`config.mk`:
```
export PLATFORM = sky130hd
export DESIGN_NAME = sb_split_arbiter
export DESIGN_NICKNAME = d
export VERILOG_FILES = /design/src/rtl/sb_split_arbiter.sv
export SDC_FILE = /design/constraint.sdc
export NUM_CORES = 1
export LEC_CHECK = 0
export CORE_MARGIN = 2
export CORE_UTILIZATION = 35
export CTS_CLUSTER_SIZE = 40
export DETAILED_ROUTE_END_ITERATION = 6
export MAX_ROUTING_LAYER = met4
export PLACE_DENSITY = 0.59
export SLEW_MARGIN = 20
export SYNTH_ARGS = -nofsm -noshare
export SYNTH_HDL_FRONTEND = slang
export SYNTH_SLANG_ARGS = --single-unit
```
`constraint.sdc`:
```
create_clock -name sb_clk -period 5.47 [get_ports sb_clk]
set_clock_uncertainty 0.2 [all_clocks]
set_input_delay 1.094 -clock sb_clk [delete_from_list [all_inputs] [get_ports sb_clk]]
set_output_delay 1.094 -clock sb_clk [all_outputs]
set_load 0.05 [all_outputs]
```
`src/rtl/sb_split_arbiter.sv`:
```
`default_nettype none
// ============================================================================
// Module   : sb_split_arbiter
// Purpose  : Round-robin SB bus arbiter with burst hold, locked transfers and
//            RETRY/SPLIT handling. Optional SPLIT masking: SB_ARB_SPLIT_EN.
// Revision : 1.0 - initial release
// ============================================================================
module sb_split_arbiter #(
    parameter int NUM_MASTERS = 2,
    parameter int MIDX_W      = 2
) (
    input  logic                   sb_clk,
    input  logic                   sb_resetn,
    input  logic [NUM_MASTERS-1:0] sb_busreq,
    input  logic [NUM_MASTERS-1:0] sb_lock,
    input  logic [1:0]             sb_trans,
    input  logic [2:0]             sb_burst,
    input  logic                   sb_ready,
    input  logic [1:0]             sb_resp,
    input  logic [NUM_MASTERS-1:0] sb_split,
    output logic [NUM_MASTERS-1:0] sb_grant,
    output logic [MIDX_W-1:0]      sb_master,
    output logic [MIDX_W-1:0]      sb_master_dp,
    output logic                   sb_mastlock,
    output logic [NUM_MASTERS-1:0] sb_split_mask
);

    localparam logic [1:0] c_TRANS_NONSEQ = 2'b10;
    localparam logic [1:0] c_TRANS_SEQ    = 2'b11;
    localparam logic [1:0] c_RESP_SPLIT   = 2'b11;

    typedef enum logic [1:0] {
        ST_ARB    = 2'd0,
        ST_BURST  = 2'd1,
        ST_LOCKED = 2'd2,
        ST_RESP2  = 2'd3
    } state_t;

    state_t                   r_state;
    state_t                   w_state_nxt;
    logic [2:0]               r_beat_cnt;
    logic [2:0]               w_beat_cnt_nxt;
    logic [NUM_MASTERS-1:0]   r_grant;
    logic [NUM_MASTERS-1:0]   w_grant_nxt;
    logic [MIDX_W-1:0]        r_master;
    logic [MIDX_W-1:0]        w_master_nxt;
    logic [MIDX_W-1:0]        r_master_dp;
    logic                     r_mastlock;
    logic                     w_next_lock;
    logic [NUM_MASTERS-1:0]   r_split_mask;
    logic [NUM_MASTERS-1:0]   w_split_mask_nxt;
    logic [NUM_MASTERS-1:0]   w_elig;
    logic                     w_owner_lock;
    logic                     w_rearb;
    logic                     w_trans_seq;
    logic                     w_burst_start;
    logic                     w_win_found;
    logic [MIDX_W-1:0]        w_win_idx;
    logic [MIDX_W:0]          w_dist;
    logic [MIDX_W:0]          w_best_dist;
    logic                     w_park_found;
    logic [MIDX_W-1:0]        w_park_idx;

    assign w_elig        = sb_busreq & ~r_split_mask;
    assign w_trans_seq   = (sb_trans == c_TRANS_SEQ);
    assign w_burst_start = (sb_trans == c_TRANS_NONSEQ) && (sb_burst != 3'd0);

    always_comb begin
        w_owner_lock = 1'b0;
        for (int i = 0; i < NUM_MASTERS; i++) begin
            if (r_master == MIDX_W'(i)) begin
                w_owner_lock = sb_lock[i];
            end
        end
    end

    // Distance from the owner in scan order is 1..NUM_MASTERS; the owner itself
    // maps to NUM_MASTERS so it is considered last.
    always_comb begin
        w_win_found = 1'b0;
        w_win_idx   = r_master;
        w_dist      = '0;
        w_best_dist = (MIDX_W+1)'(NUM_MASTERS + 1);
        for (int i = 0; i < NUM_MASTERS; i++) begin
            w_dist = ({1'b0, MIDX_W'(i)} + (MIDX_W+1)'(NUM_MASTERS)) - {1'b0, r_master};
            if (w_dist > (MIDX_W+1)'(NUM_MASTERS)) begin
                w_dist = w_dist - (MIDX_W+1)'(NUM_MASTERS);
            end
            if (w_elig[i] && (w_dist < w_best_dist)) begin
                w_best_dist = w_dist;
                w_win_idx   = MIDX_W'(i);
                w_win_found = 1'b1;
            end
        end
    end

    always_comb begin
        w_park_found = 1'b0;
        w_park_idx   = '0;
        for (int i = NUM_MASTERS - 1; i >= 0; i--) begin
            if (!r_split_mask[i]) begin
                w_park_found = 1'b1;
                w_park_idx   = MIDX_W'(i);
            end
        end
    end

    always_comb begin
        w_state_nxt    = r_state;
        w_beat_cnt_nxt = r_beat_cnt;
        w_rearb        = 1'b0;
        if (sb_ready) begin
            case (r_state)
                ST_ARB: begin
                    if (w_burst_start) begin
                        w_beat_cnt_nxt = sb_burst;
                    end
                    if (w_owner_lock) begin
                        w_state_nxt = ST_LOCKED;
                    end else if (w_burst_start) begin
                        w_state_nxt = ST_BURST;
                    end else begin
                        w_state_nxt = ST_ARB;
                        w_rearb     = 1'b1;
                    end
                end
                ST_BURST: begin
                    if (w_trans_seq) begin
                        w_beat_cnt_nxt = r_beat_cnt - 3'd1;
                        if (r_beat_cnt <= 3'd1) begin
                            w_beat_cnt_nxt = '0;
                            w_state_nxt    = ST_ARB;
                            w_rearb        = 1'b1;
                        end
                    end
                end
                ST_LOCKED: begin
                    if (w_burst_start) begin
                        w_beat_cnt_nxt = sb_burst;
                    end else if (w_trans_seq && (r_beat_cnt != 3'd0)) begin
                        w_beat_cnt_nxt = r_beat_cnt - 3'd1;
                    end
                    // Lock released: any remaining beats of the owner's burst still hold the bus.
                    if (!w_owner_lock) begin
                        if (w_beat_cnt_nxt != 3'd0) begin
                            w_state_nxt = ST_BURST;
                        end else begin
                            w_state_nxt = ST_ARB;
                            w_rearb     = 1'b1;
                        end
                    end
                end
                default: begin
                    w_beat_cnt_nxt = '0;
                    w_state_nxt    = ST_ARB;
                    w_rearb        = 1'b1;
                end
            endcase
        end else if (sb_resp[1]) begin
            w_state_nxt    = ST_RESP2;
            w_beat_cnt_nxt = '0;
        end
    end

    always_comb begin
        w_master_nxt = r_master;
        w_grant_nxt  = r_grant;
        if (w_rearb) begin
            if (w_win_found) begin
                w_master_nxt = w_win_idx;
            end else if (w_park_found) begin
                w_master_nxt = w_park_idx;
            end
            for (int i = 0; i < NUM_MASTERS; i++) begin
                w_grant_nxt[i] = (w_master_nxt == MIDX_W'(i)) && (w_win_found || w_park_found);
            end
        end
    end

    always_comb begin
        w_next_lock = 1'b0;
        for (int i = 0; i < NUM_MASTERS; i++) begin
            if (w_master_nxt == MIDX_W'(i)) begin
                w_next_lock = sb_lock[i] && (w_grant_nxt != '0);
            end
        end
    end

`ifdef SB_ARB_SPLIT_EN
    logic                   w_dp_locked;
    logic [NUM_MASTERS-1:0] w_split_set;

    // A locked data-phase owner is never parked; its SPLIT behaves as RETRY.
    always_comb begin
        w_dp_locked = 1'b0;
        w_split_set = '0;
        for (int i = 0; i < NUM_MASTERS; i++) begin
            if (r_master_dp == MIDX_W'(i)) begin
                w_dp_locked = sb_lock[i];
            end
        end
        if (!sb_ready && (sb_resp == c_RESP_SPLIT) && (r_state != ST_RESP2) && !w_dp_locked) begin
            for (int i = 0; i < NUM_MASTERS; i++) begin
                w_split_set[i] = (r_master_dp == MIDX_W'(i));
            end
        end
    end

    assign w_split_mask_nxt = (r_split_mask & ~sb_split) | w_split_set;
`else
    logic w_unused_split;

    assign w_unused_split   = ^{sb_split, sb_resp[0]};
    assign w_split_mask_nxt = '0;
`endif

    always_ff @(posedge sb_clk or negedge sb_resetn) begin
        if (!sb_resetn) begin
            r_state      <= ST_ARB;
            r_beat_cnt   <= '0;
            r_grant      <= NUM_MASTERS'(1);
            r_master     <= '0;
            r_master_dp  <= '0;
            r_mastlock   <= 1'b0;
            r_split_mask <= '0;
        end else begin
            r_state      <= w_state_nxt;
            r_beat_cnt   <= w_beat_cnt_nxt;
            r_split_mask <= w_split_mask_nxt;
            if (sb_ready) begin
                r_grant     <= w_grant_nxt;
                r_master    <= w_master_nxt;
                r_master_dp <= r_master;
                r_mastlock  <= w_next_lock;
            end
        end
    end

    assign sb_grant      = r_grant;
    assign sb_master     = r_master;
    assign sb_master_dp  = r_master_dp;
    assign sb_mastlock   = r_mastlock;
    assign sb_split_mask = r_split_mask;

endmodule
`default_nettype wire

```
# Yosys cells after proc, flatten, opt, wreduce, memory -nomap -nowiden
# Cells that the tools add are included.
classes:
  eq_ne: 11
  reduce_logical: 17
  n_mux: 42
  n_addsub: 5
  order_cmp: 5
ops:
  columns: ["operator", "n"]
  rows:
  - ["$mux 3", 12]
  - ["$mux 2", 12]
  - ["$mux 1", 15]
  - ["$ne 3x3->1 const B", 4]
  - ["$pmux 3 s3", 1]
  - ["$reduce_bool 3->1", 3]
  - ["$eq 2x1->1 const B", 4]
  - ["$logic_not 2->1", 4]
  - ["$eq 2x2->1 const B", 3]
  - ["$gt 3x2->1 const B", 2]
  - ["$logic_and 1x1->1", 6]
  - ["$pmux 2 s3", 1]
  - ["$sub 2x2->3 const A", 2]
  - ["$sub 3x2->3 const B", 2]
  - ["$reduce_and 4->1", 1]
  - ["$reduce_bool 2->1", 2]
  - ["$le 3x1->1 const B", 1]
  - ["$lt 3x2->1 const B", 1]
  - ["$lt 3x3->1", 1]
  - ["$pmux 1 s3", 1]
  - ["$reduce_and 3->1", 1]
  - ["$sub 3x1->3 const B", 1]
totals:
  reg_bits: 12
  out_inout_bits: 9

# Depth between registers and ports, before layout
# Gate-level depths: netlist (run 1).
logic_depth:
  word_depth: 18
  mapped_depth: 9
  ltp_nobuf: 9

# Worst setup path before layout (run 1)
# OpenSTA, ideal clock, no wires.
synth_timing:
  path_type: "input-to-reg"
  from: "input sb_busreq[0]"
  to: "register r_mastlock, in the netlist sb_mastlock"
  n_path_buf: 0
  cell_stages: 7
  setup_time_ns: 0.126
  path_slack_ns: 2.660
  arrival_ns: 2.484
  required_time_ns: 5.144
  path_cell_list: "o21a_1 -> ha_1 -> nor2b_1 -> o21ai_1 -> and3b_1 -> mux2_2 -> a221o_1"
synth_between:
  elab_chain_len: 13
synth_lines:
  columns: ["item", "line_no", "text"]
  rows:
  - ["from (decl)", "14", "input logic [NUM_MASTERS-1:0] sb_busreq,"]
  - ["$logic_and 1x1->1 *", "89", "if (w_elig[i] && (w_dist < w_best_dist)) begin"]
  - ["$mux 3", "89", null]
  - ["$lt 3x3->1", "89", null]
  - ["$logic_and 1x1->1", "89", null]
  - ["$mux 2 / $mux 1 (equally long branches)", "89", null]
  - ["$mux 2 *", "169", "if (w_win_found) begin"]
  - ["$mux 2 *", "168", "if (w_rearb) begin"]
  - ["$eq 2x1->1 / $logic_not 2->1 (equally long branches)", "175", "w_grant_nxt[i] = (w_master_nxt == MIDX_W'(i)) && (w_win_found || w_park_found);"]
  - ["$mux 2", "168", null]
  - ["$reduce_bool 2->1", "184", "w_next_lock = sb_lock[i] && (w_grant_nxt != '0);"]
  - ["$logic_and 1x1->1", "184", null]
  - ["$mux 1", "183", "if (w_master_nxt == MIDX_W'(i)) begin"]
  - ["$mux 1 *", "183", null]
  - ["to (signal assigned)", "234", "r_mastlock <= w_next_lock;"]
  - ["to (decl)", "48", "logic r_mastlock;"]
# Every way passes the cells marked *; elsewhere a longest branch is shown, timed or not. The select of a mux whose other input is x is not followed.
# A chain may end at the register's enable or synchronous reset.

# Worst setup path in the final report (run 1)
layout_timing:
  from: "input sb_trans[1]"
  to: "register r_grant[1], in the netlist sb_grant[1]"
layout_between:
  elab_chain_len: 12
layout_lines:
  columns: ["item", "line_no", "text"]
  rows:
  - ["from (decl)", "16", "input logic [1:0] sb_trans,"]
  - ["$eq 2x2->1", "65", "assign w_trans_seq = (sb_trans == c_TRANS_SEQ);"]
  - ["$logic_and 1x1->1", "140", "end else if (w_trans_seq && (r_beat_cnt != 3'd0)) begin"]
  - ["$mux 3", "140", null]
  - ["$mux 3", "138", "if (w_burst_start) begin"]
  - ["$mux 3", "113", "case (r_state)"]
  - ["$mux 3", "112", "if (sb_ready) begin"]
  - ["$reduce_bool 3->1", "145", "if (w_beat_cnt_nxt != 3'd0) begin"]
  - ["$mux 1", "145", null]
  - ["$mux 1", "144", "if (!w_owner_lock) begin"]
  - ["$pmux 1 s3 *", "113", null]
  - ["$mux 1 *", "112", null]
  - ["$mux 2 *", "168", null]
  - ["to (signal assigned)", "231", "r_grant <= w_grant_nxt;"]
  - ["to (decl)", "43", "logic [NUM_MASTERS-1:0] r_grant;"]
# Marks and branches as above.

==> run metrics, run 1 <==
outcome=finished, final reports clean; EDFF count, synth=0; die width=between 50 and 60 um; Mapped Cells=112; Hold Buf Count CTS=0; clk sink count=12; Mapped Area=slightly below 1000 um2; Slew HR=0.6466; final wirelength=approximately 2200 um; post-DP HPWL=approximately 1700 um; Final Max Tran Viols=0; GRT overflow=0; Worst Path Required=around 5.4 ns; Critical Path Source Type=input pin; Peak supply drop=0.3185 mV; Synth area leaders=dfrtp_1 28%, ha_1 6.4%, nor2_1 3.8%, nand2_1 3.4%, mux2_2 3.4%; vias in the first global route=between 800 and 900; met1 wire length=~1000 um; pwr dens=448.1 nW/um2; Worst Hold Depth=2; IO Count=25; Worst setup EP type=flop; design area=around 1200 um2; CTS max path bufs=2; CTS H-tree lvls=1; GRT Util Overall=0.1502; register bit total from synthesis=12; Pint=291.8 uW; setup slack, reg-to-reg=2.66 ns; Final Hold Vio Count=0; Overall Power=549.4 uW; wire length per cell=approximately 13 um; Main synth FF type=dfrtp_1; WHS Endpoint=sb_grant[0]$_DFFE_PN1P_; synth warn=0; Post-CTS Setup Bufs=0; # DRC=0; global-route wire length before repair=~4000 um; Slew @ Worst Pin=~0.53 ns; Yosys cell types=43; Skew-Pair Late Insertion Delay=~0.27 ns; Setup TNS=0 ns; area delta synth->final=24.68%; DP Area=around 1200 um2; post-CTS sizing=0; Finished Layout Cells=about 160; Leakage=roughly 0.51 nW; launching point of the worst reg2reg path=r_beat_cnt[0]$_DFFE_PN0P_; syn avg cell area=roughly 9 um2; die area=about 3200 um2; sequential share of the synthesized area=0.3066; RD Place Congestion=roughly 0.81; largest net degree at the start of global routing=15; fin worst setup slack=around 2.3 ns; Max Cap Viol=0; initial antenna violation count=0; Met2 Wirelength=roughly 1000 um; CTS clk-pin slew, worst paths=approximately 0.08 ns; Fmax=between 300 and 400 MHz; TritonCTS clock tree=built; Seq pwr share=0.288; Final ANT Viol Nets=0; FP Rows=19; top-area cell type share of the netlist area=0.2799; DR WL met3=between 100 and 150 um; worst r2r path cells=7; iteration-0 DRC count of the detailed router=31; ant diodes=0; DR pass1 iterations=4; Post-synth ARST share=1.000; worst setup path class=input pin to flop; crit path time final=~3.2 ns; starting density of the core=0.3629; nets=roughly 160; critical path arrival=roughly 3.2 ns; CTS Buf Count=3; Core Area=about 2700 um2; Top Metal Used=met4; P_sw=about 260 uW; Comb pwr share=0.582; Clk network pwr share=0.130; dpl cells=160; area leader, netlist=dfrtp_1; final worst path period share=0.5834; root buffer cell=clkbuf_4; Hold Path Class=flop to flop; RR Endpoint=sb_grant[1]$_DFFE_PN0P_; Setup Viol. Count Final=0; share of cells above drive strength 1=0.1053; pre-CTS setup slack=roughly 2.0 ns; Switching Share=0.4689; Worst Hold Launch=sb_grant[0]$_DFFE_PN1P_; Via Count=910; via/cell ratio=about 5.5; CP Max Fanout=8; Buffers on Ports=19; unrepaired setup endpoints after global routing=no; die height=between 50 and 60 um
## synthesized netlist by cell type, drive strengths merged, types with 2 or more instances
library cell,count
o211a,2
nand3,3
ha,5
buf,3
o21a,3
a21oi,5
nor2,10
nand2,9
nand2b,3
o31ai,2
a211oi,2
a31oi,2
nor3,4
o21ai,9
mux2i,2
or3,2
mux2,5
conb,2
nor2b,4
inv,7
dfrtp,11
## cells in the final DEF, fill, tap and decap left out, types with 3 or more instances in the layout
cell type        synthesis  layout
nand3_1                  3       3
nor2b_1                  4       4
o21ai_0                  5       5
conb_1                   2       4
a21oi_1                  5       5
nor2_1                  10      10
ha_1                     5       5
o21ai_1                  4       4
mux2_2                   3       3
nand2b_1                 3       3
nor3_1                   4       4
clkbuf_4                 0       3
clkdlybuf4s50_1          0      19
o21a_1                   3       3
dfrtp_1                 11      11
nand2_1                  9       9
inv_1                    6       6
## final cells by class
class	count	area [um2]
inverter	7	26.28
timing repair buffer	19	190.2
clock buffer	4	36.28
fill	291	1484
sequential	12	301.5
tap	31	38.79
multi-input combinational	91	633.1
## state kept, by name, indices dropped and copies added, names as in the netlist
register	flops
sb_master_dp	2
sb_mastlock	1
sb_grant	2
r_beat_cnt	3
r_state	2
sb_master	2
## how the worst max path moves through the flow
stage | depth (start not counted) | startpoint | to
final | 6 | sb_trans[1] | sb_grant[1]$_DFFE_PN0P_
after global placement | 6 | sb_trans[1] | sb_master[0]$_DFFE_PN0P_
after detailed placement | 6 | sb_trans[1] | sb_grant[1]$_DFFE_PN0P_
after global routing | 6 | sb_trans[1] | sb_master[0]$_DFFE_PN0P_
after floorplan | 7 | sb_busreq[0] | sb_mastlock$_DFFE_PN0P_
after CTS | 6 | sb_trans[1] | sb_grant[1]$_DFFE_PN0P_
## cell families after synthesis
group,after synthesis,share of synthesized area
simple gates,38,0.1908
compound gates,36,0.2875
flops,12,0.3066
buf+inv,11,0.05724
mux,7,0.07760
fa+ha+maj,5,0.06361
other cells,2,0.007636
xor+xnor,1,0.008907
## routing by layer
| metal | track usage | vias to the layer above |
|---|---|---|
| li1 | - | 449 |
| met1 | 0.2017 | 427 |
| met5 | - | - |
| met2 | 0.2397 | 30 |
| met4 | 0.02990 | 0 |
| met3 | 0.02721 | 4 |
## power by group through the flow
stage	combinational (mW)	clock (mW)	sequential, mW
6_report	0.320	0.0714	0.158
5_1_grt	0.351	0.0770	0.166
4_1_cts	0.321	0.0723	0.158
3_5_place_dp	0.320	0	0.159
3_3_place_gp	0.317	0	0.159
2_1_floorplan	0.194	0	0.205
## critical path: stages
cell	delay, ns
clkdlybuf4s50_1	0.52
nand2_1	0.22
o21ai_1	0.25
o211ai_2	0.17
o41ai_4	0.53
mux2_1	0.36
## through the flow
stage,util,hold WS [ns]
final,0.4524,0.3008
after floorplan,-,0.3186
after global placement,0.4391,0.2658
after detailed placement,0.4391,0.2914
after global routing,0.4524,0.3369
after CTS,0.4524,0.3043
Note: power is estimated with default switching activity, not from simulation.
==> run 2, diff against run 1 <==
==> constraint.sdc (replaced) <==
create_clock -name sb_clk -period 3.1 [get_ports sb_clk]
set_clock_uncertainty 0.2 [all_clocks]
set_input_delay 0.62 -clock sb_clk [delete_from_list [all_inputs] [get_ports sb_clk]]
set_output_delay 0.62 -clock sb_clk [all_outputs]
set_load 0.05 [all_outputs]
==> run metrics, run 2 (synthesis results as in run 1) <==
outcome=finished, final reports clean; Final ANT Viol Nets=0 (unchanged); Fmax=roughly 360 MHz; area delta synth->final=27.73%; Skew-Pair Late Insertion Delay=0.28 ns (about the same); RR Endpoint=sb_grant[0]$_DFFE_PN1P_; Buffers on Ports=19 (unchanged); die area=3250 um2 (unchanged); Slew @ Worst Pin=0.5460 ns (+0.01753 ns); Largest register FFs=3 (unchanged); final wirelength=2435 um (+11%); WHS Endpoint=sb_master_dp[1]$_DFFE_PN0P_; CTS H-tree lvls=1 (unchanged); initial antenna violation count=0 (unchanged); slowest cell on the critical path=o41ai_4; Hold Buf Count CTS=0 (unchanged); vias in the first global route=870 (+0.12%); Worst Path Required=3.10 ns (-2.33 ns); Worst setup EP type=flop; Max Cap Viol=0 (unchanged); iteration-0 DRC count of the detailed router=31 (unchanged); root buffer cell=clkbuf_4; global-route wire length before repair=3870 um (-0.54%); die width=57.01 um (unchanged); Core Area=2710 um2 (unchanged); P_sw=470.3 uW (+83%); final worst path period share=0.9065; share of cells above drive strength 1=0.1314 (+0.02612); Final Hold Vio Count=0 (unchanged); launching point of the worst reg2reg path=r_beat_cnt[0]$_DFFE_PN0P_; GRT overflow=0 (unchanged); post-DP HPWL=1884 um (+13%); Largest Register=r_beat_cnt; ant diodes=0 (unchanged); crit path time final=around 2.8 ns; critical path arrival=2.81 ns (-0.34 ns); Final Max Tran Viols=0 (unchanged); Comb pwr share=0.595 (+0.013); starting density of the core=0.3629 (unchanged); commonest non-fill, non-tap cell in the layout=clkdlybuf4s50_1; Worst Hold Depth=1 (-1); pwr dens=794.8 nW/um2 (+77%); Post-CTS Setup Bufs=0 (unchanged); Worst Hold Launch=sb_master_dp[1]$_DFFE_PN0P_; # DRC=0 (unchanged); Setup TNS=0 ns (unchanged); die height=57.01 um (unchanged); GRT Util Overall=0.1537 (+0.003490); RD Place Congestion=0.8262 (+2.1%); commonest non-fill, non-tap cells in the layout=19 x clkdlybuf4s50_1, 11 x dfrtp_1, 10 x nor2_1; CTS max path bufs=2 (unchanged); Seq pwr share=0.279 (-0.009); Clk network pwr share=0.126 (-0.004); DR pass1 iterations=4 (unchanged); setup slack, reg-to-reg=0.29 ns (-2.37 ns); Switching Share=0.4711 (+0.002174); Pint=528.1 uW (+81%); CP Max Fanout=6 (-2); Leakage=0.5284 nW (+3.9%); wire length per cell=14.49 um (+8.1%); largest net degree at the start of global routing=13 (-2); worst r2r path cells=8 (+1); clk sink count=12 (unchanged); Hold Path Class=flop to flop; post-CTS sizing=0 (unchanged); Slew HR=0.6349 (-0.01172); FP Rows=19 (unchanged); final hold slack=0.3145 ns (+0.01374 ns); CTS Buf Count=3 (unchanged); Via Count=891 (-2.1%); CP max stage delay=0.51 ns (-0.02 ns); unrepaired setup endpoints after global routing=no; IO Count=25 (unchanged); via/cell ratio=5.304 (-4.4%); Critical Path Source Type=flop; Peak supply drop=0.4770 mV (+50%); nets=159 (+2.6%); CTS clk-pin slew, worst paths=0.08 ns (about the same); Cell Chain, Critical Path=inv_1 > ha_1 > or3_1 > a211oi_2 > o211ai_2 > o41ai_4 > buf_4 > mux2i_1; worst setup path class=flop to flop; TritonCTS clock tree=built; Setup Viol. Count Final=0 (unchanged)
-- run 2: cell types whose count changed in the layout (fill, tap and decap cells not counted) --
cell	change
buf_4	+4
-- run 2: layout make-up --
| class | count | area [um2] |
|---|---|---|
| Tap cell | 31 | 38.79 |
| Clock buffer | 4 | 36.28 |
| Multi-Input combinational cell | 91 | 633.1 |
| Inverter | 7 | 26.28 |
| Sequential cell | 12 | 301.5 |
| Timing Repair Buffer | 23 | 220.2 |
| Fill cell | 296 | 1454 |
-- run 2: power by group through the flow --
stage	logic [mW]	clock network [mW]	registers [mW]
after floorplan	0.342	0	0.361
after global placement	0.576	0	0.280
after detailed placement	0.590	0	0.279
after CTS	0.594	0.129	0.278
after global routing	0.637	0.134	0.290
final	0.594	0.126	0.279
-- run 2: metrics by stage --
| step | util | total power, mW | cells | instance area [um2] | setup WS, ns |
|---|---|---|---|---|---|
| final | 0.4635 | 0.9984 | 168 | 1256 | 0.2899 |
| after detailed placement | 0.4501 | 0.8696 | 164 | 1220 | 0.1033 |
| after global placement | 0.4501 | 0.8562 | 164 | 1220 | 0.1751 |
| after CTS | 0.4635 | 1.001 | 168 | 1256 | 0.2719 |
| after floorplan | - | 0.7028 | 114 | 991.0 | 0.4385 |
| after global routing | 0.4635 | 1.061 | 168 | 1256 | 0.1587 |
-- run 2: critical path: cells and delay by family (launching register included) --
kind / cells / cell delay (ns)
AOI/OAI and AO/OA: 3 / 0.88
adders and majority gates: 1 / 0.26
buffers and inverters: 2 / 0.33
DFF: 1 / 0.44
muxes: 1 / 0.22
and+or+nand+nor: 1 / 0.39
-- run 2: how the worst max path moves through the flow --
stage	from	end	slack [ns]	cells after the start
finish	r_beat_cnt[0]$_DFFE_PN0P_	sb_grant[0]$_DFFE_PN1P_	0.29	8
global route	r_beat_cnt[0]$_DFFE_PN0P_	sb_grant[0]$_DFFE_PN1P_	0.16	8
CTS	r_beat_cnt[0]$_DFFE_PN0P_	sb_grant[0]$_DFFE_PN1P_	0.27	8
detailed placement	sb_trans[1]	sb_grant[0]$_DFFE_PN1P_	0.10	7
global placement	sb_trans[1]	sb_master[0]$_DFFE_PN0P_	0.18	6
floorplan	sb_master[0]$_DFFE_PN0P_	sb_mastlock$_DFFE_PN0P_	0.44	8
-- run 2: per-layer routing --
metal  vias up  track usage  part of all wire
li1        457            -                 -
met1       407       0.1905              0.46
met2        22       0.2627              0.49
met3         5      0.01361             0.035
met4         0      0.05316             0.014
met5         -            -                 0
